`config.mk`:
```
export PLATFORM = sky130hd
export DESIGN_NAME = mem_arbiter
export DESIGN_NICKNAME = d
export VERILOG_FILES = /design/src/rtl/mem_arbiter_pkg.sv /design/src/rtl/mem_arb_decode.sv /design/src/rtl/mem_arbiter.sv
export SDC_FILE = /design/constraint.sdc
export NUM_CORES = 1
export LEC_CHECK = 0
export ABC_CLOCK_PERIOD_IN_PS = 4800
export CAP_MARGIN = 20
export CORE_AREA = 5 5 136 138
export DETAILED_ROUTE_END_ITERATION = 16
export DIE_AREA = 0 0 141 143
export RECOVER_POWER = 50
export SYNTH_ARGS = -nofsm -noshare
export SYNTH_HDL_FRONTEND = slang
export SYNTH_SLANG_ARGS = --single-unit
```
`constraint.sdc`:
```
create_clock -name clk_i -period 4.8 [get_ports clk_i]
set_input_delay 0.72 -clock clk_i [delete_from_list [all_inputs] [get_ports clk_i]]
set_output_delay 0.72 -clock clk_i [all_outputs]
set_load 0.005 [all_outputs]
```
`src/rtl/mem_arbiter_pkg.sv`:
```
// Shared types and default address map for the instruction/data memory arbiter.
package mem_arbiter_pkg;

   typedef enum logic [1:0] {
      OWN_NONE  = 2'd0,
      OWN_INSTR = 2'd1,
      OWN_DATA  = 2'd2
   } owner_e;

   typedef enum logic [1:0] {
      TGT_NONE  = 2'd0,
      TGT_RAM   = 2'd1,
      TGT_HWREG = 2'd2
   } target_e;

   localparam logic [31:0] MEM_START_DEF  = 32'h0000_0000;
   localparam int unsigned MEM_SIZE_DEF   = 262144;
   localparam logic [15:0] HWREG_BASE_DEF = 16'hFF00;
   localparam int unsigned MAX_WAIT_DEF   = 4;
   localparam logic [3:0]  BE_WORD        = 4'hF;

endpackage

```
`src/rtl/mem_arb_decode.sv`:
```
// Address decoder: maps a byte address onto RAM, the hardware-register window, or nothing.
module mem_arb_decode
   import mem_arbiter_pkg::*;
#(
   parameter logic [31:0] MEM_START  = MEM_START_DEF,
   parameter int unsigned MEM_SIZE   = MEM_SIZE_DEF,
   parameter logic [15:0] HWREG_BASE = HWREG_BASE_DEF
) (
   input  logic [31:0] addr,
   output target_e     target
);

   localparam logic [31:0] RAM_MASK = ~(32'(MEM_SIZE) - 32'd1);

   // RAM wins when the RAM and register windows overlap
   always_comb begin
      target = TGT_NONE;
      if ((addr & RAM_MASK) == MEM_START) begin
         target = TGT_RAM;
      end else if (addr[31:16] == HWREG_BASE) begin
         target = TGT_HWREG;
      end else begin
         target = TGT_NONE;
      end
   end

endmodule

```
`src/rtl/mem_arbiter.sv`:
```
// Two-master (instr/data) arbiter onto a RAM and a hardware-register bus, with a
// fixed one-cycle response and a starvation guard for instruction fetches.
module mem_arbiter
   import mem_arbiter_pkg::*;
#(
   parameter logic [31:0] MEM_START  = MEM_START_DEF,
   parameter int unsigned MEM_SIZE   = MEM_SIZE_DEF,
   parameter logic [15:0] HWREG_BASE = HWREG_BASE_DEF,
   parameter int unsigned MAX_WAIT   = MAX_WAIT_DEF
) (
   input  logic        clk_i,
   input  logic        rst_ni,
   input  logic        instr_req_i,
   input  logic [31:0] instr_addr_i,
   output logic        instr_gnt_o,
   output logic        instr_rvalid_o,
   output logic [31:0] instr_rdata_o,
   output logic        instr_err_o,
   input  logic        data_req_i,
   input  logic        data_we_i,
   input  logic [3:0]  data_be_i,
   input  logic [31:0] data_addr_i,
   input  logic [31:0] data_wdata_i,
   output logic        data_gnt_o,
   output logic        data_rvalid_o,
   output logic [31:0] data_rdata_o,
   output logic        data_err_o,
   output logic        mem_req_o,
   output logic        mem_we_o,
   output logic [3:0]  mem_be_o,
   output logic [31:0] mem_addr_o,
   output logic [31:0] mem_wdata_o,
   input  logic        mem_rvalid_i,
   input  logic [31:0] mem_rdata_i,
   output logic        hwreg_req_o,
   output logic        hwreg_we_o,
   output logic [15:0] hwreg_addr_o,
   output logic [31:0] hwreg_wdata_o,
   input  logic        hwreg_rvalid_i,
   input  logic [31:0] hwreg_rdata_i
);

   owner_e      owner_r;
   target_e     target_r;
   logic [3:0]  wait_cnt_r;
   target_e     instr_tgt_s;
   target_e     data_tgt_s;
   owner_e      next_owner_s;
   target_e     next_target_s;
   logic        force_instr_s;
   logic        instr_win_s;
   logic        data_win_s;
   logic        rsp_ok_s;
   logic [31:0] rsp_rdata_s;

   mem_arb_decode #(.MEM_START(MEM_START), .MEM_SIZE(MEM_SIZE), .HWREG_BASE(HWREG_BASE))
      u_dec_instr (.addr(instr_addr_i), .target(instr_tgt_s));

   mem_arb_decode #(.MEM_START(MEM_START), .MEM_SIZE(MEM_SIZE), .HWREG_BASE(HWREG_BASE))
      u_dec_data (.addr(data_addr_i), .target(data_tgt_s));

   // Data has priority until instr has been refused MAX_WAIT times in a row
   always_comb begin
      force_instr_s = instr_req_i && (wait_cnt_r == 4'(MAX_WAIT));
      data_win_s    = rst_ni && data_req_i && !force_instr_s;
      instr_win_s   = rst_ni && instr_req_i && !data_win_s;
   end

   assign instr_gnt_o   = instr_win_s;
   assign data_gnt_o    = data_win_s;
   assign hwreg_we_o    = data_we_i;
   assign hwreg_addr_o  = data_addr_i[15:0];
   assign hwreg_wdata_o = data_wdata_i;

   // Route the winner onto its target and record who is owed a response
   always_comb begin
      next_owner_s  = OWN_NONE;
      next_target_s = TGT_NONE;
      mem_req_o     = 1'b0;
      mem_we_o      = 1'b0;
      mem_be_o      = data_be_i;
      mem_addr_o    = data_addr_i;
      mem_wdata_o   = data_wdata_i;
      hwreg_req_o   = 1'b0;
      if (data_win_s) begin
         next_owner_s  = OWN_DATA;
         next_target_s = data_tgt_s;
         mem_req_o     = (data_tgt_s == TGT_RAM);
         mem_we_o      = (data_tgt_s == TGT_RAM) && data_we_i;
         hwreg_req_o   = (data_tgt_s == TGT_HWREG);
      end else if (instr_win_s) begin
         // Fetches from the register window are not forwarded and answer with err
         next_owner_s  = OWN_INSTR;
         next_target_s = (instr_tgt_s == TGT_RAM) ? TGT_RAM : TGT_NONE;
         mem_req_o     = (instr_tgt_s == TGT_RAM);
         mem_be_o      = BE_WORD;
         mem_addr_o    = instr_addr_i;
      end else begin
         next_owner_s  = OWN_NONE;
         next_target_s = TGT_NONE;
      end
   end

   // Response bookkeeping and instr starvation counter
   always_ff @(posedge clk_i) begin
      if (!rst_ni) begin
         owner_r    <= OWN_NONE;
         target_r   <= TGT_NONE;
         wait_cnt_r <= 4'd0;
      end else begin
         owner_r  <= next_owner_s;
         target_r <= next_target_s;
         if (!instr_req_i || instr_win_s) begin
            wait_cnt_r <= 4'd0;
         end else if (wait_cnt_r < 4'(MAX_WAIT)) begin
            wait_cnt_r <= wait_cnt_r + 4'd1;
         end else begin
            wait_cnt_r <= wait_cnt_r;
         end
      end
   end

   // Steer the registered target's response to the owning port
   always_comb begin
      case (target_r)
         TGT_RAM: begin
            rsp_ok_s    = mem_rvalid_i;
            rsp_rdata_s = mem_rdata_i;
         end
         TGT_HWREG: begin
            rsp_ok_s    = hwreg_rvalid_i;
            rsp_rdata_s = hwreg_rdata_i;
         end
         default: begin
            rsp_ok_s    = 1'b0;
            rsp_rdata_s = 32'h0;
         end
      endcase
      instr_rvalid_o = rst_ni && (owner_r == OWN_INSTR);
      data_rvalid_o  = rst_ni && (owner_r == OWN_DATA);
      instr_err_o    = instr_rvalid_o && !rsp_ok_s;
      data_err_o     = data_rvalid_o && !rsp_ok_s;
      instr_rdata_o  = (instr_rvalid_o && rsp_ok_s) ? rsp_rdata_s : 32'h0;
      data_rdata_o   = (data_rvalid_o && rsp_ok_s) ? rsp_rdata_s : 32'h0;
   end

endmodule

```
==> results.yml, run 1 <==
synth:
  ys_seq_area_frac: 0.0722
  ys_types: 26
  synth_nets: 471
  ys_warn_count: 0
  synthesis.instances: 296
  netlist_area_um2: 2220
  synth.avg_cell_area_um2: 7.50
  ys_ff_latch: 8
critical_path:
  arrival_ns: 3.12
  cp-start-kind: "primary input"
  worstSetupEndpointType: "output pin"
  required_ns: 4.08
  path_max_fanout: 40
  crit_type: "in2out"
layout:
  diodes: 0
  fin_cells: 693
  fin_nets: 645
  drive_gt1_frac: 0.0876
  synthToLayoutAreaGrowth_pct: 104
cts:
  cts-hold-fix-buffers: 0
  cts_resized: 0
  root_buffer: "clkbuf_16"
  clock_path_buffers: 2
  insertion_delay_ns: 0.23
  post-cts-setup-buffers: 0
  clock_sinks: 8
  cts_buffers: 3
  cts.clk_slew.worst_paths_ns: 0.04
  cts_max_level: 1
  tritoncts: "built"
timing:
  fmax_mhz: 261
  worst_pin_slew_ns: 0.670
  layout_min_cycle_time_ns: 3.84
  max-slew-margin-rel: 0.553
  slew_violations: 0
  rsz0062_at_grt: "false"
  finalSetupViolCount: 0
  fin_skew_ns: 0.00152
  tns_ns: 0
  finalHoldViolations: 0
  period_share: 0.799
floorplan:
  rows: 48
  dieArea_um2: 20200
  die_h_um: 143
  core_um2: 17100
  ios: 361
  start_util: 0.130
  die_w_um: 141
power_and_ir_drop:
  p_leak_nw: 1.64
  seqPwrFrac: 0.151
  swShare: 0.213
  p_switching_mw: 0.0972
  power_density_nw_per_um2: 101
  intPower_mw: 0.360
  clock_power_share: 0.301
  p_comb_frac: 0.548
  irDropWorstVdd_mv: 0.0631
placement:
  numPortBuffers: 264
  dp_cells: 690
  routabilityCongestion: 0.811
  hpwlAfterDp_um: 10300
outcome:
  status: "completed"
route:
  drc: 0
  wl_um: 11500
  ant_nets: 0
  viasPerCell: 3.90
  dr.first_iter.drc_count: 120
  dr.pass1.iters: 4
  routedWlPerCell_um: 16.6
  vias: 2702
global_routing:
  track_usage: 0.103
  grt_max_degree: 41
  overflow: 0
  antenna_found_initial: 0
  grt_first_pass_wirelength_um: 16400
  grt_pass1_vias: 2879
min_path:
  min_path_type: "reg2reg"
job:
  drv_cap: 0
[final cells by class]
class / instances / area [µm²]
clock buffers: 3 / 75.1
fillers: 1870 / 12500
inverters: 9 / 33.8
multi-input cells: 180 / 1310
flip-flops and latches: 8 / 160
well taps: 225 / 282
repair buffers: 268 / 2670
[power groups by stage]
stage / clock [mW] / sequential [mW] / combinational, mW
2_1_floorplan: 0 / 0.0698 / 0.115
3_3_place_gp: 0 / 0.0699 / 0.257
3_5_place_dp: 0 / 0.0700 / 0.258
4_1_cts: 0.142 / 0.0689 / 0.259
5_1_grt: 0.148 / 0.0690 / 0.266
6_report: 0.138 / 0.0689 / 0.251
[path summary, 6_finish.rpt]
path	cells after the start	slack [ns]	end	start
max	5	0.96	mem_addr_o[13]	rst_ni
min	2	0.48	wait_cnt_r[3]$_SDFFE_PP0N_	wait_cnt_r[3]$_SDFFE_PP0N_
max reg2reg	5	3.08	target_r[0]$_SDFF_PN0_	wait_cnt_r[0]$_SDFFE_PP0N_
min reg2reg	2	0.48	wait_cnt_r[3]$_SDFFE_PP0N_	wait_cnt_r[3]$_SDFFE_PP0N_
[state kept, by name, summed over array words and instances (netlist names)]
signal      flops
wait_cnt_r      4
owner_r         2
target_r        2
[per-layer routing]
layer  vias to the layer above  part of all wire  track usage
li1                       1274                 -            -
met1                      1146              0.33        0.104
met2                       268              0.48        0.182
met3                        14              0.17       0.0593
met4                         0             0.023       0.0306
met5                         -                 0            0
[worst max-delay path, stage by stage]
cell and delay, ns:
dlygate4sd3_1 0.58, and2_0 0.34, a21o_4 0.61, mux2_4 0.37, clkdlybuf4s50_1 0.45
[synthesized netlist by cell type]
cell type  number  area share
buf_4          81        0.27
nand2b_1        4       0.011
nand2_1         4      0.0068
clkbuf_1        8       0.014
o22ai_1         2      0.0056
buf_2           6       0.014
xnor2_1         1      0.0039
a22o_1          1      0.0039
nor2b_1         2      0.0056
nand4_1         3      0.0085
o21ai_0         1      0.0023
and3b_1         2      0.0079
nor3_1          3      0.0068
a21o_4          1      0.0068
and2_1          4       0.011
a21oi_1         2      0.0045
nor2_1         69        0.12
inv_1           9       0.015
nand4b_4        1       0.011
nor4_1          8       0.023
dfxtp_1         8       0.072
a22oi_1        32        0.11
mux2_4         32        0.22
buf_6           4       0.020
ha_1            4       0.023
nand3_1         4      0.0090
[through the flow]
step                worst slack, ns  cell area, µm²  utilization  total power [mW]  hold WS (ns)
floorplan                      2.51            2220            -             0.185         0.453
global route                  0.800            4540        0.266             0.484         0.528
finish                        0.964            4540        0.266             0.457         0.482
global placement               1.04            4460        0.262             0.327         0.475
CTS                            1.03            4540        0.266             0.471         0.484
detailed placement             1.03            4460        0.262             0.328         0.487
[layout by cell type (no fill, tap or decap), drive strengths merged]
cell type,synthesis,routed
clkdlybuf4s50,0,238
nor2,69,69
mux2,32,32
a22oi,32,32
dlygate4sd3,0,26
inv,9,9
nor4,8,8
dfxtp,8,8
nand2,4,4
nand2b,4,4
nand3,4,4
ha,4,4
buf,91,4
and2,4,4
nand4,3,3
nor3,3,3
clkbuf,8,3
o22ai,2,2
and3b,2,2
nor2b,2,2
a21oi,2,2
nand4b,1,1
a21o,1,1
a22o,1,1
o21ai,1,1
xnor2,1,1
[cell families (layout without fill, tap and decap cells)]
kind of cell | after synthesis | in the layout | synth area share
compound gates | 39 | 39 | 0.131
xor+xnor | 1 | 1 | 0.00395
fa+ha+maj | 4 | 4 | 0.0225
buf+inv | 108 | 280 | 0.337
flops | 8 | 8 | 0.0722
mux | 32 | 32 | 0.216
simple gates | 104 | 104 | 0.217
No activity file was read; power rests on OpenSTA's default activity.
==> run 2, diff against run 1 <==
--- a/config.mk
+++ b/config.mk
@@ -5,11 +5,11 @@
 export SDC_FILE = /design/constraint.sdc
 export NUM_CORES = 1
 export LEC_CHECK = 0
-export ABC_CLOCK_PERIOD_IN_PS = 4800
+export ABC_CLOCK_PERIOD_IN_PS = 3700
 export CAP_MARGIN = 20
-export CORE_AREA = 5 5 136 138
+export CORE_AREA = 5 5 139 141
 export DETAILED_ROUTE_END_ITERATION = 16
-export DIE_AREA = 0 0 141 143
+export DIE_AREA = 0 0 144 146
 export RECOVER_POWER = 50
 export SYNTH_ARGS = -nofsm -noshare
 export SYNTH_HDL_FRONTEND = slang
==> constraint.sdc (replaced) <==
create_clock -name clk_i -period 3.7 [get_ports clk_i]
set_input_delay 0.555 -clock clk_i [delete_from_list [all_inputs] [get_ports clk_i]]
set_output_delay 0.555 -clock clk_i [all_outputs]
set_load 0.005 [all_outputs]
==> run 2 against run 1 <==
  * Sequential share of layout area barely moved
  * Clock skew fell by 0.00070 ns
  * Utilization fell by 1.0 points
  * Sequential cell count did not move
  * Sequential power rose by 30%
  * Setup slack got worse by 0.69 ns
  * Critical endpoint is now mem_addr_o[30]
  * Largest power group unchanged
  * Highest routed layer unchanged
==> results.yml, run 2 (synthesis results as in run 1) <==
outcome:
  status: "completed"
critical_path:
  crit_type: "in2out"
  path_max_fanout: 12
  cp-start-kind: "primary input"
  worstSetupEndpointType: "output pin"
  required_ns: 3.14
  arrival_ns: 2.87
global_routing:
  overflow: 0
  grt_max_degree: 33
  antenna_found_initial: 0
  grt_pass1_vias: 2820
  track_usage: 0.0988
  grt_first_pass_wirelength_um: 16100
power_and_ir_drop:
  swShare: 0.211
  power_density_nw_per_um2: 130
  irDropWorstVdd_mv: 0.136
  seqPwrFrac: 0.151
  clock_power_share: 0.298
  p_comb_frac: 0.551
  p_total_mw: 0.595
  p_leak_nw: 1.66
  intPower_mw: 0.469
  p_switching_mw: 0.125
floorplan:
  rows: 49
  ios: 361
  core_um2: 17800
  die_h_um: 146
  dieArea_um2: 21000
  die_w_um: 144
  start_util: 0.124
timing:
  rsz0062_at_grt: "false"
  slew_violations: 0
  tns_ns: 0
  hold_ws_ns: 0.480
  worst_slack_ns: 0.273
  fmax_mhz: 292
  finalHoldViolations: 0
  layout_min_cycle_time_ns: 3.43
  period_share: 0.926
  max-slew-margin-rel: 0.525
  fin_skew_ns: 0.000818
  worst_pin_slew_ns: 0.713
  finalSetupViolCount: 0
cts:
  cts_max_level: 1
  clock_path_buffers: 2
  cts_resized: 0
  clock_sinks: 8
  tritoncts: "built"
  post-cts-setup-buffers: 0
  cts-hold-fix-buffers: 0
  cts_buffers: 3
  cts.clk_slew.worst_paths_ns: 0.03
  insertion_delay_ns: 0.23
  root_buffer: "clkbuf_16"
route:
  dr.pass1.iters: 4
  wl_um: 11900
  routedWlPerCell_um: 17.0
  vias: 2706
  ant_nets: 0
  drc: 0
  viasPerCell: 3.87
  dr.first_iter.drc_count: 54
layout:
  diodes: 0
  regMostFlops: "wait_cnt_r"
  layout_common_cells: "clkdlybuf4s50_1, nor2_1, mux2_4, a22oi_1, dlygate4sd3_1"
  final_common_cell: "clkdlybuf4s50_1"
  multi_input_area_um2: 1310
  fin_nets: 647
  synthToLayoutAreaGrowth_pct: 106
  fillers: 1949
  largest_reg_flops: 4
  drive_gt1_frac: 0.0915
  register_area_um2: 160
  fin_cells: 699
  fin_util: 0.256
  fin_area_um2: 4570
  largestRegisters: "wait_cnt_r: 4 flops, owner_r: 2 flops, target_r: 2 flops"
placement:
  postPlaceCellArea_um2: 4490
  place_worst_setup_slack_ns: 0.398
  routabilityCongestion: 0.723
  numPortBuffers: 264
  hpwlAfterDp_um: 10700
  dp_cells: 696
job:
  drv_cap: 0
min_path:
  min_path_type: "reg2reg"
-- run 2: critical path: stages --
cell and delay [ns]:
dlygate4sd3_1 0.57, and2_0 0.38, a21o_4 0.31, buf_4 0.25, mux2_4 0.33, clkdlybuf4s50_1 0.46
-- run 2: power by group through the flow --
stage / Combinational, mW / Clock (mW) / Sequential [mW]
after floorplan: 0.150 / 0 / 0.0905
after global placement: 0.337 / 0 / 0.0907
after detailed placement: 0.338 / 0 / 0.0908
after CTS: 0.339 / 0.183 / 0.0895
after global routing: 0.349 / 0.187 / 0.0897
final: 0.328 / 0.177 / 0.0896
-- run 2: final timing paths --
check / start / to / slack [ns] / depth (start not counted)
hold / removal: wait_cnt_r[3]$_SDFFE_PP0N_ / wait_cnt_r[3]$_SDFFE_PP0N_ / 0.48 / 2
setup / recovery: rst_ni / mem_addr_o[30] / 0.27 / 6
setup reg to reg: wait_cnt_r[0]$_SDFFE_PP0N_ / target_r[1]$_SDFF_PN0_ / 1.75 / 5
hold reg to reg: wait_cnt_r[3]$_SDFFE_PP0N_ / wait_cnt_r[3]$_SDFFE_PP0N_ / 0.48 / 2
-- run 2: area by class of cell --
type,instances,share of cell area
inverters,9,0.00740
flip-flops and latches,8,0.0351
multi-input cells,180,0.287
repair buffers,270,0.591
well taps,229,0.0628
clock buffers,3,0.0164
-- run 2: per-layer routing --
| layer | global-route usage | share of wire |
|---|---|---|
| met1 | 0.0910 | 0.32 |
| met2 | 0.194 | 0.51 |
| met3 | 0.0460 | 0.16 |
| met4 | 0.0198 | 0.012 |
| met5 | 0 | 0 |
